File: src/rtl/video_timing_generator_pkg.sv
// Default timing for a 64x256 cell display and the legality check used at elaboration.
// Constants and functions only; no logic.
package video_timing_pkg;

  localparam int unsigned DEF_DOT_DIV  = 4;
  localparam int unsigned DEF_H_TOTAL  = 80;
  localparam int unsigned DEF_H_ACTIVE = 64;
  localparam int unsigned DEF_HS_START = 68;
  localparam int unsigned DEF_HS_WIDTH = 6;
  localparam int unsigned DEF_V_TOTAL  = 312;
  localparam int unsigned DEF_V_ACTIVE = 256;
  localparam int unsigned DEF_VS_START = 272;
  localparam int unsigned DEF_VS_WIDTH = 4;
  localparam int unsigned DEF_ADDR_W   = 15;

  // Counter width that never collapses to zero bits for a modulus of 1.
  function automatic int unsigned cnt_w(input int unsigned modulus);
    return (modulus > 1) ? $clog2(modulus) : 1;
  endfunction

  function automatic bit timing_params_ok(
    input int unsigned dot_div,
    input int unsigned h_total, input int unsigned h_active,
    input int unsigned hs_start, input int unsigned hs_width,
    input int unsigned v_total, input int unsigned v_active,
    input int unsigned vs_start, input int unsigned vs_width,
    input int unsigned addr_w
  );
    longint unsigned cap;
    longint unsigned cells;
    cells = 64'(h_active) * 64'(v_active);
    cap   = (addr_w >= 64) ? '1 : (64'(1) << addr_w);
    return (dot_div >= 3) &&
           (hs_start + hs_width <= h_total) &&
           (vs_start + vs_width <= v_total) &&
           (h_active <= h_total) &&
           (v_active <= v_total) &&
           (cap >= cells);
  endfunction

endpackage

File: src/rtl/video_timing_generator_if.sv
// Control inputs and timing/strobe outputs of the video timing generator.
// Pure wiring; master is the generator, slave is the consumer.
interface video_timing_generator_if #(
  parameter int unsigned ADDR_W = 15
);
  logic              enable;
  logic              int_ack;
  logic              cpu_clock_en;
  logic              ras_al;
  logic              cas_al;
  logic              ld_sft_al;
  logic              hsync_al;
  logic              vsync_al;
  logic              blank_al;
  logic              int_al;
  logic [ADDR_W-1:0] av;

  modport master (
    input  enable, int_ack,
    output cpu_clock_en, ras_al, cas_al, ld_sft_al,
    output hsync_al, vsync_al, blank_al, int_al, av
  );

  modport slave (
    output enable, int_ack,
    input  cpu_clock_en, ras_al, cas_al, ld_sft_al,
    input  hsync_al, vsync_al, blank_al, int_al, av
  );
endinterface

File: src/rtl/video_timing_counter.sv
// Modulo-MODULUS counter stepping while inc is high; exposes its next value and a wrap flag.
// Next value is combinational so callers can register decodes on the same edge as the count.
module video_timing_counter
  import video_timing_pkg::*;
#(
  parameter int unsigned MODULUS = 4,
  parameter int unsigned W       = cnt_w(MODULUS)
) (
  input  logic         clock_10mhz,
  input  logic         reset_al,
  input  logic         inc,
  output logic [W-1:0] count_nxt,
  output logic         wrap
);

  localparam logic [W-1:0] LAST = W'(MODULUS - 1);

  logic [W-1:0] count;

  assign wrap = inc && (count == LAST);

  always_comb begin
    count_nxt = count;
    if (inc) count_nxt = (count == LAST) ? '0 : count + W'(1);
  end

  always_ff @(posedge clock_10mhz or negedge reset_al) begin
    if (!reset_al) count <= '0;
    else           count <= count_nxt;
  end

endmodule

File: src/rtl/video_timing_generator.sv
// Character-cell video timing: phase/cell/line counters, DRAM and shifter strobes, syncs, AV, frame IRQ.
// Outputs registered from next-state decode (zero added latency); no backpressure, ENABLE freezes.
module video_timing_generator
  import video_timing_pkg::*;
#(
  parameter int unsigned DOT_DIV  = DEF_DOT_DIV,
  parameter int unsigned H_TOTAL  = DEF_H_TOTAL,
  parameter int unsigned H_ACTIVE = DEF_H_ACTIVE,
  parameter int unsigned HS_START = DEF_HS_START,
  parameter int unsigned HS_WIDTH = DEF_HS_WIDTH,
  parameter int unsigned V_TOTAL  = DEF_V_TOTAL,
  parameter int unsigned V_ACTIVE = DEF_V_ACTIVE,
  parameter int unsigned VS_START = DEF_VS_START,
  parameter int unsigned VS_WIDTH = DEF_VS_WIDTH,
  parameter int unsigned ADDR_W   = DEF_ADDR_W
) (
  input logic                       clock_10mhz,
  input logic                       reset_al,
  video_timing_generator_if.master  bus
);

  localparam int unsigned PH_W = cnt_w(DOT_DIV);
  localparam int unsigned H_W  = cnt_w(H_TOTAL);
  localparam int unsigned V_W  = cnt_w(V_TOTAL);

  if (!timing_params_ok(DOT_DIV, H_TOTAL, H_ACTIVE, HS_START, HS_WIDTH,
                        V_TOTAL, V_ACTIVE, VS_START, VS_WIDTH, ADDR_W)) begin : g_bad_params
    $error("video_timing_generator: illegal timing parameters");
  end

  logic [PH_W-1:0]   ph_nxt;
  logic [H_W-1:0]    h_nxt;
  logic [V_W-1:0]    v_nxt;
  logic              ph_wrap, h_wrap, v_wrap;
  logic              cpu_nxt, ras_nxt, cas_nxt, ld_nxt;
  logic              hs_nxt, vs_nxt, blank_nxt, int_set;
  logic [ADDR_W-1:0] av_nxt;

  logic              cpu_q, ras_q, cas_q, ld_q;
  logic              hs_q, vs_q, blank_q, int_q;
  logic [ADDR_W-1:0] av_q;

  video_timing_counter #(.MODULUS(DOT_DIV), .W(PH_W)) u_phase (
    .clock_10mhz (clock_10mhz), .reset_al (reset_al), .inc (bus.enable),
    .count_nxt   (ph_nxt),      .wrap     (ph_wrap)
  );

  video_timing_counter #(.MODULUS(H_TOTAL), .W(H_W)) u_h (
    .clock_10mhz (clock_10mhz), .reset_al (reset_al), .inc (ph_wrap),
    .count_nxt   (h_nxt),       .wrap     (h_wrap)
  );

  video_timing_counter #(.MODULUS(V_TOTAL), .W(V_W)) u_v (
    .clock_10mhz (clock_10mhz), .reset_al (reset_al), .inc (h_wrap),
    .count_nxt   (v_nxt),       .wrap     (v_wrap)
  );

  always_comb begin
    cpu_nxt   = bus.enable && (32'(ph_nxt) == DOT_DIV - 1);
    ras_nxt   = !(bus.enable && (ph_nxt != '0));
    cas_nxt   = !(bus.enable && (32'(ph_nxt) >= 2));
    ld_nxt    = !(cpu_nxt && (32'(h_nxt) < H_ACTIVE) && (32'(v_nxt) < V_ACTIVE));
    hs_nxt    = !((32'(h_nxt) >= HS_START) && (32'(h_nxt) < HS_START + HS_WIDTH));
    vs_nxt    = !((32'(v_nxt) >= VS_START) && (32'(v_nxt) < VS_START + VS_WIDTH));
    blank_nxt = !((32'(h_nxt) >= H_ACTIVE) || (32'(v_nxt) >= V_ACTIVE));
    int_set   = h_wrap && (32'(v_nxt) == V_ACTIVE);
    // blank_q already decodes the current cell, so it doubles as "leaving an active cell".
    av_nxt    = av_q;
    if (v_wrap)                av_nxt = '0;
    else if (ph_wrap && blank_q) av_nxt = av_q + ADDR_W'(1);
  end

  always_ff @(posedge clock_10mhz or negedge reset_al) begin
    if (!reset_al) begin
      cpu_q   <= 1'b0;
      ras_q   <= 1'b1;
      cas_q   <= 1'b1;
      ld_q    <= 1'b1;
      hs_q    <= 1'b1;
      vs_q    <= 1'b1;
      blank_q <= 1'b1;
      int_q   <= 1'b1;
      av_q    <= '0;
    end else begin
      cpu_q <= cpu_nxt;
      ras_q <= ras_nxt;
      cas_q <= cas_nxt;
      ld_q  <= ld_nxt;
      av_q  <= av_nxt;
      if (bus.enable) begin
        hs_q    <= hs_nxt;
        vs_q    <= vs_nxt;
        blank_q <= blank_nxt;
        if (int_set)          int_q <= 1'b0;
        else if (bus.int_ack) int_q <= 1'b1;
      end
    end
  end

  assign bus.cpu_clock_en = cpu_q;
  assign bus.ras_al       = ras_q;
  assign bus.cas_al       = cas_q;
  assign bus.ld_sft_al    = ld_q;
  assign bus.hsync_al     = hs_q;
  assign bus.vsync_al     = vs_q;
  assign bus.blank_al     = blank_q;
  assign bus.int_al       = int_q;
  assign bus.av           = av_q;

endmodule

File: src/flat_wrapper.sv
// flat-port wrapper written by rule: the top's interface ports become plain ports
module video_timing_generator_flat import video_timing_pkg::*;
#(
  parameter int unsigned DOT_DIV  = DEF_DOT_DIV,
  parameter int unsigned H_TOTAL  = DEF_H_TOTAL,
  parameter int unsigned H_ACTIVE = DEF_H_ACTIVE,
  parameter int unsigned HS_START = DEF_HS_START,
  parameter int unsigned HS_WIDTH = DEF_HS_WIDTH,
  parameter int unsigned V_TOTAL  = DEF_V_TOTAL,
  parameter int unsigned V_ACTIVE = DEF_V_ACTIVE,
  parameter int unsigned VS_START = DEF_VS_START,
  parameter int unsigned VS_WIDTH = DEF_VS_WIDTH,
  parameter int unsigned ADDR_W   = DEF_ADDR_W
)
  (clock_10mhz, reset_al, bus_enable, bus_int_ack, bus_cpu_clock_en, bus_ras_al, bus_cas_al, bus_ld_sft_al, bus_hsync_al, bus_vsync_al, bus_blank_al, bus_int_al, bus_av);
  video_timing_generator_if #(.ADDR_W(ADDR_W)) bus_i ();
  input logic clock_10mhz;
  input logic reset_al;
  input wire logic [$bits(bus_i.enable)-1:0] bus_enable;
  input wire logic [$bits(bus_i.int_ack)-1:0] bus_int_ack;
  output wire logic [$bits(bus_i.cpu_clock_en)-1:0] bus_cpu_clock_en;
  output wire logic [$bits(bus_i.ras_al)-1:0] bus_ras_al;
  output wire logic [$bits(bus_i.cas_al)-1:0] bus_cas_al;
  output wire logic [$bits(bus_i.ld_sft_al)-1:0] bus_ld_sft_al;
  output wire logic [$bits(bus_i.hsync_al)-1:0] bus_hsync_al;
  output wire logic [$bits(bus_i.vsync_al)-1:0] bus_vsync_al;
  output wire logic [$bits(bus_i.blank_al)-1:0] bus_blank_al;
  output wire logic [$bits(bus_i.int_al)-1:0] bus_int_al;
  output wire logic [$bits(bus_i.av)-1:0] bus_av;
  assign bus_i.enable = bus_enable;
  assign bus_i.int_ack = bus_int_ack;
  assign bus_cpu_clock_en = bus_i.cpu_clock_en;
  assign bus_ras_al = bus_i.ras_al;
  assign bus_cas_al = bus_i.cas_al;
  assign bus_ld_sft_al = bus_i.ld_sft_al;
  assign bus_hsync_al = bus_i.hsync_al;
  assign bus_vsync_al = bus_i.vsync_al;
  assign bus_blank_al = bus_i.blank_al;
  assign bus_int_al = bus_i.int_al;
  assign bus_av = bus_i.av;
  video_timing_generator #(.DOT_DIV(DOT_DIV), .H_TOTAL(H_TOTAL), .H_ACTIVE(H_ACTIVE), .HS_START(HS_START), .HS_WIDTH(HS_WIDTH), .V_TOTAL(V_TOTAL), .V_ACTIVE(V_ACTIVE), .VS_START(VS_START), .VS_WIDTH(VS_WIDTH), .ADDR_W(ADDR_W)) u_core (.clock_10mhz(clock_10mhz), .reset_al(reset_al), .bus(bus_i));
endmodule
File: config.mk
export PLATFORM = sky130hd
export DESIGN_NAME = video_timing_generator_flat
export DESIGN_NICKNAME = d
export VERILOG_FILES = /design/src/rtl/video_timing_generator_pkg.sv /design/src/rtl/video_timing_generator_if.sv /design/src/rtl/video_timing_counter.sv /design/src/rtl/video_timing_generator.sv /design/src/flat_wrapper.sv
export SDC_FILE = /design/constraint.sdc
export NUM_CORES = 1
export LEC_CHECK = 0
export ABC_AREA = 0
export BUFFER_PORTS_ARGS = -buffer_cell sky130_fd_sc_hd__buf_4
export CORE_ASPECT_RATIO = 1.2
export CORE_MARGIN = 10
export CORE_UTILIZATION = 57
export CTS_CLUSTER_DIAMETER = 100
export DETAILED_ROUTE_END_ITERATION = 10
export GPL_TIMING_DRIVEN = 0
export HOLD_SLACK_MARGIN = 0.12
export PLACE_DENSITY = 0.8
export SYNTH_ARGS = -nofsm -noshare
export SYNTH_HDL_FRONTEND = slang
export SYNTH_SLANG_ARGS = --single-unit
File: constraint.sdc
create_clock -name clock_10mhz -period 2.5 [get_ports clock_10mhz]
set_clock_uncertainty 0.05 [all_clocks]
set_input_delay 0.375 -clock clock_10mhz [delete_from_list [all_inputs] [get_ports clock_10mhz]]
set_output_delay 0.375 -clock clock_10mhz [all_outputs]
set_load 0.01 [all_outputs]
**Word level (Yosys, flattened, before mapping)**

Index checks and enable logic that the tools add are counted.

- Bits of input ports: 4
- Word-level logic and storage cells: 63
- Bits in registers: 41

- Mux-type cells: 10
- Equality and inequality tests: 5
- $add $sub $neg: 4
- Magnitude comparators: 9
- Reductions and logical operators: 23

Operators with widths:

| operator | count |
|---|---|
| 15-bit two-way mux | 2 |
| 9-bit equality test (second input constant) | 2 |
| 9-bit greater-or-equal comparator (second input constant) | 2 |
| 9-bit < comparator (second input constant) | 2 |
| 9-bit two-way mux | 2 |
| 15-bit by 1-bit adder with 15-bit output (second input constant) | 1 |
| 7-bit greater-or-equal comparator (second input constant) | 2 |
| 7-bit < comparator (second input constant) | 2 |
| 7-bit two-way mux | 2 |
| 1-bit logical AND | 12 |
| 9-bit by 1-bit adder with 9-bit output (second input constant) | 1 |
| 7-bit by 1-bit adder with 7-bit output (second input constant) | 1 |
| 7-bit equality test (second input constant) | 1 |
| 1-bit zero test | 6 |
| 2-bit nonzero test | 3 |
| 2-bit equality test (second input constant) | 2 |
| 2-bit two-way mux | 2 |
| 2-bit by 1-bit adder with 2-bit output (second input constant) | 1 |
| 2-bit greater-or-equal comparator (second input constant) | 1 |
| 1-bit two-way mux | 2 |
| 2-bit AND reduction | 1 |
| 1-bit logical OR | 1 |

**Logic depth before layout (Yosys ltp)**

- Depth in word-level cells: 8
- Gate-level depth with buffers: 8
- Depth with buffers taken out: 6

**By module**

From an unflattened synthesis, not the netlist that was laid out.

- Cells, all modules: 194
- Area, all modules: 2038.2 µm²

By module, submodules not included:

| module | area an instance (µm²) | seq. area each (µm²) | times used | cells each |
|---|---|---|---|---|
| video_timing_generator | 1126.1 | 584.3 | 1 | 110 |
| video_timing_counter (u_core.u_v) | 447.9 | 225.2 | 1 | 42 |
| video_timing_counter (u_core.u_h) | 362.8 | 175.2 | 1 | 35 |
| video_timing_counter (u_core.u_phase) | 101.3 | 50.0 | 1 | 7 |

**Worst setup path after synthesis**

OpenSTA, ideal clock, no wires.

- Kind: flip-flop to flip-flop
- Start point: reg u_core.u_phase.count[0]
- End point: reg u_core.vs_q (netlist: u_core.bus.vsync_al)
- Library setup time: 0.094 ns
- Period minus slack after synthesis: 2.033 ns
- Path slack: 0.467 ns
- Stages on the path, launching flop included: 9
- Data arrival time: 1.889 ns
- Buffers on the path: 2
- Required time: 2.356 ns
- Cells stage by stage: dfrtp_1 ha_1 and4_1 buf_4 and3_1 buf_4 a41o_2 nor4b_1 a31oi_1

- Word-level cells in the longest chain between the ends: 7
- Elaborated cells on any way between the ends: 8

RTL lines:

| item | line | text |
|---|---|---|
| start, declared | video_timing_counter.sv:18 | `logic [W-1:0] count;` |
| start signal, assigned | video_timing_counter.sv:29 | `else count <= count_nxt;` |
| 2-bit equality test * | video_timing_counter.sv:20 | `assign wrap = inc && (count == LAST);` |
| 1-bit logical AND * (2 in series) | video_timing_counter.sv:20 |  |
| 9-bit two-way mux * | video_timing_counter.sv:24 | `if (inc) count_nxt = (count == LAST) ? '0 : count + W'(1);` |
| 9-bit greater-or-equal comparator or 9-bit < comparator (tied branches) | video_timing_generator.sv:64 | `vs_nxt = !((32'(v_nxt) >= VS_START) && (32'(v_nxt) < VS_START + VS_WIDTH));` |
| 1-bit logical AND * | video_timing_generator.sv:64 |  |
| 1-bit zero test * | video_timing_generator.sv:64 |  |
| end signal, assigned | video_timing_generator.sv:92 | `vs_q <= vs_nxt;` |
| end, declared | video_timing_generator.sv:40 | `logic hs_q, vs_q, blank_q, int_q;` |

Mark *: on every way between the ends. The rest lies on a longest branch, timed or not.
A chain may end at the register's enable or synchronous reset.

**Final worst setup path**

- Start point: reg u_core.u_phase.count[0]
- End point: reg u_core.av_q[12] (netlist: u_core.bus.av[12])

- Word-level cells in the longest chain between the ends: 5
- Elaborated cells on any way between the ends: 7

RTL lines:

| item | line | text |
|---|---|---|
| 2-bit equality test * | video_timing_counter.sv:20 |  |
| 1-bit logical AND * | video_timing_counter.sv:20 |  |
| 1-bit logical AND (2 in series) | video_timing_counter.sv:20 |  |
| 15-bit two-way mux or 2-bit nonzero test (tied branches) | n/a |  |
| end signal, assigned | video_timing_generator.sv:89 | `av_q <= av_nxt;` |
| end, declared | video_timing_generator.sv:41 | `logic [ADDR_W-1:0] av_q;` |

Marks and branches as above.

==> impl_metrics.toml <==
[outcome]
outcome = "complete, no violations"

[logic_synthesis]
synthFlopType = "dfrtp_1"
synth_nets = 226
synthAdderAreaFrac_pct = 2.38
synth_top_family_by_area = "simple AND/OR/NAND/NOR gates"
synth_cell_types = 42
synth-simple-area-share_pct = 24.4
synth_most_common_cell = "dfrtp_1"
synthCells = 218
synth_area_leader_cell = "dfrtp_1"
synth_compound_area_share_pct = 10.1
syn-mean-instance-area_sq_um = 9.64
synth_top_area_share_pct = 40.5
ys_ff_latch = 41
yosysSeqAreaShare_pct = 49.2
ys_top_cells_by_area = "dfrtp_1 (40%), dfstp_2 (8.8%), xnor2_1 (5.0%), nor2_1 (4.5%), xor2_1 (4.2%)"
synth_xor_area_share_pct = 9.17
yosysWarningCount = 0
synth_mux_area_share_pct = 0.952
netlist_top_cells_count = "dfrtp_1 (34), nor2_1 (25), nand2_1 (20), nand3_1 (13), xnor2_1 (12)"
syn-cell-area_sq_um = 2100
ys_async_sr_fraction_pct = 100
synth_edf_count = 0

[placed_design]
place_congestion = 0.851
io_buffer_count = 26
hpwlAfterDp_mm = 2.97
dp.cells = 283

[finish]
multiInputGateArea_sq_um = 988
finalNonFillerCells = 292
fill_cells = 313
diodes = 0
drive_gt1_share_pct = 19.8
finish.utilization_pct = 67.8
syn_to_final_growth_pct = 16.2
finish.net_count = 260
regArea_sq_um = 1030

[route]
num_vias = 1683
drt-initial-drc-count = 73
antenna_left = 0
drc = 0
wl_per_cell_um = 13.9
post_drt_via_cell_ratio = 5.76
wl_mm = 4.07
dr.pass1.iters = 4

[setup_path]
path_max_fanout = 10
critPathKind = "flip-flop to flip-flop"
arrival_ns = 2.38
crit_start = "u_core.u_phase.count[0]"
required_ns = 2.63
slowest_stage = "dfrtp_1"
worstSetupStartpointType = "flip-flop"
crit_family = "simple AND/OR/NAND/NOR gates"
path_buf_inv = 2
r2r_start = "u_core.u_phase.count[0]"
crit_top_cell = "and3_1"
critical_path.max_stage_delay_ns = 0.42
crit_path_end_kind = "flip-flop"
worstPathCellList = "ha_1 -> and3_1 -> and4_1 -> and3_1 -> clkbuf_1 -> buf_2 -> nor2_1"

[timing]
fin_crit_ns = 2.25
tns_ns = 0
max_freq_mhz = 445
setup_violations = 0
worst_pin_slew_ns = 0.500
rsz0062_at_grt = "false"
fin_crit_sh_pct = 89.8
slew_headroom_pct = 66.7
slew_violations = 0
hold_viol_final = 0

[power]
combPwrFrac_pct = 18.0
p_clk_share_pct = 28.0
switchingPower_w = 0.000438
intPower_w = 0.00107
leakage_nw = 1.14
power_w = 0.00150
power_density_nw_per_um2 = 616
seqPwrFrac_pct = 54.0
switching_share_pct = 29.1
ir_drop_v = 0.000464

[cts]
cts_buffers = 5
cts_sinks = 41
post_cts_buffers = 0
clock_latency_ns = 0.29
cts_buffer_depth = 2
cts_tree = "built"
cts_root_buf = "clkbuf_8"
htreeDepth = 2
clk_pin_slew_ns = 0.08

[flow_run]
cap_violations = 0

[die]
coreArea_sq_um = 3600
ios = 27
die_area_sq_um = 6530
start_util_pct = 58.3
fp.dieW_um = 75.4
die_h_um = 86.5
rows = 24

[global_routing]
grt_max_degree = 42
grt_usage_pct = 13.3
antenna_found_initial = 0
grt_pass1_vias = 1556
grt_pass1_wl_mm = 6.92
overflow = 0

[worst_hold_path]
hold_start = "bus_int_ack"
min_path_type = "input port to flip-flop"
[worst paths after layout]
path,to,cells past startpoint,slack [ns]
setup / recovery,u_core.bus.av[12],7,0.25
hold / removal,u_core.bus.int_al,3,0.35
setup reg to reg,u_core.bus.av[12],7,0.25
hold reg to reg,u_core.bus.hsync_al,2,0.44
max in group asynchronous,u_core.bus.int_al,2,1.49
min in group asynchronous,u_core.bus.av[6],2,0.54
[stage by stage]
| step | hold WS [ns] | cell area [sq um] | worst slack (ns) |
|---|---|---|---|
| 2_1_floorplan | 0.0294 | 2100 | 0.467 |
| 3_3_place_gp | 0.333 | 2350 | 0.250 |
| 3_5_place_dp | 0.334 | 2350 | 0.270 |
| 4_1_cts | 0.341 | 2440 | 0.258 |
| 5_1_grt | 0.342 | 2440 | 0.0553 |
| 6_report | 0.348 | 2440 | 0.254 |
[power by group through the flow]
stage,Sequential (W),Clock (W),Combinational [W]
floorplan,0.000830,0,0.000159
global placement,0.000822,0,0.000270
detailed placement,0.000824,0,0.000274
CTS,0.000811,0.000444,0.000276
global route,0.000824,0.000469,0.000309
finish,0.000811,0.000421,0.000271
[registers in the layout, summed over array words and instances, names as in the netlist]
signal                   flops
u_core.bus.av               15
u_core.bus.cas_al            1
u_core.bus.blank_al          1
u_core.bus.ras_al            1
u_core.bus.vsync_al          1
u_core.bus.int_al            1
u_core.bus.cpu_clock_en      1
u_core.bus.ld_sft_al         1
u_core.u_phase.count         2
u_core.u_v.count             9
u_core.u_h.count             7
u_core.bus.hsync_al          1
[cell usage in the layout (no fill, tap or decap), drive strengths merged, types with 2 or more instances in the layout]
cell type	instances
dfrtp	34
xnor2	12
dfstp	7
nand3	13
buf	31
nor3	5
clkinv	2
o21ai	10
nand4	6
and4	5
and3	10
a21oi	5
nor2	26
xor2	10
and2	3
ha	4
clkbuf	12
a21o	2
a31oi	4
o31ai	3
nand2	21
inv	6
nor2b	2
mux2i	2
[worst register-to-register path, stage by stage (launching register included)]
cell and delay [ns]:
dfrtp_1 0.42, ha_1 0.33, and3_1 0.29, and4_1 0.32
and3_1 0.18, clkbuf_1 0.22, buf_2 0.26, nor2_1 0.08
[cell type report]
cell class	count	area share [%]
clock inverters	3	0.717
repair buffers	27	8.40
clock buffers	5	2.82
flip-flops and latches	41	42.4
multi-input cells	159	40.5
plain buffers	12	2.31
inverters	6	0.922
well taps	39	2.00
[layer usage]
layer  wire, um  up-vias  GRT usage [%]
met1       1710      791           16.0
met4         94        0           6.26
li1           -      831              -
met3        343        7           3.09
met2       1920       54           21.8
met5          0        -              0
[kinds of logic after synthesis]
kind of cell               count (synthesis)
buffers and inverters                     18
xor gates and xnor gates                  22
adders and majority gates                  4
DFF                                       41
and+or+nand+nor                           99
muxes                                      2
AOI/OAI and AO/OA                         32
[what timing repair did]
action	in CTS	in global routing
hold buffers	1	0
resized for setup	0	0
endpoints found under the hold margin	34	0
Power figures use the tool's default switching activity.
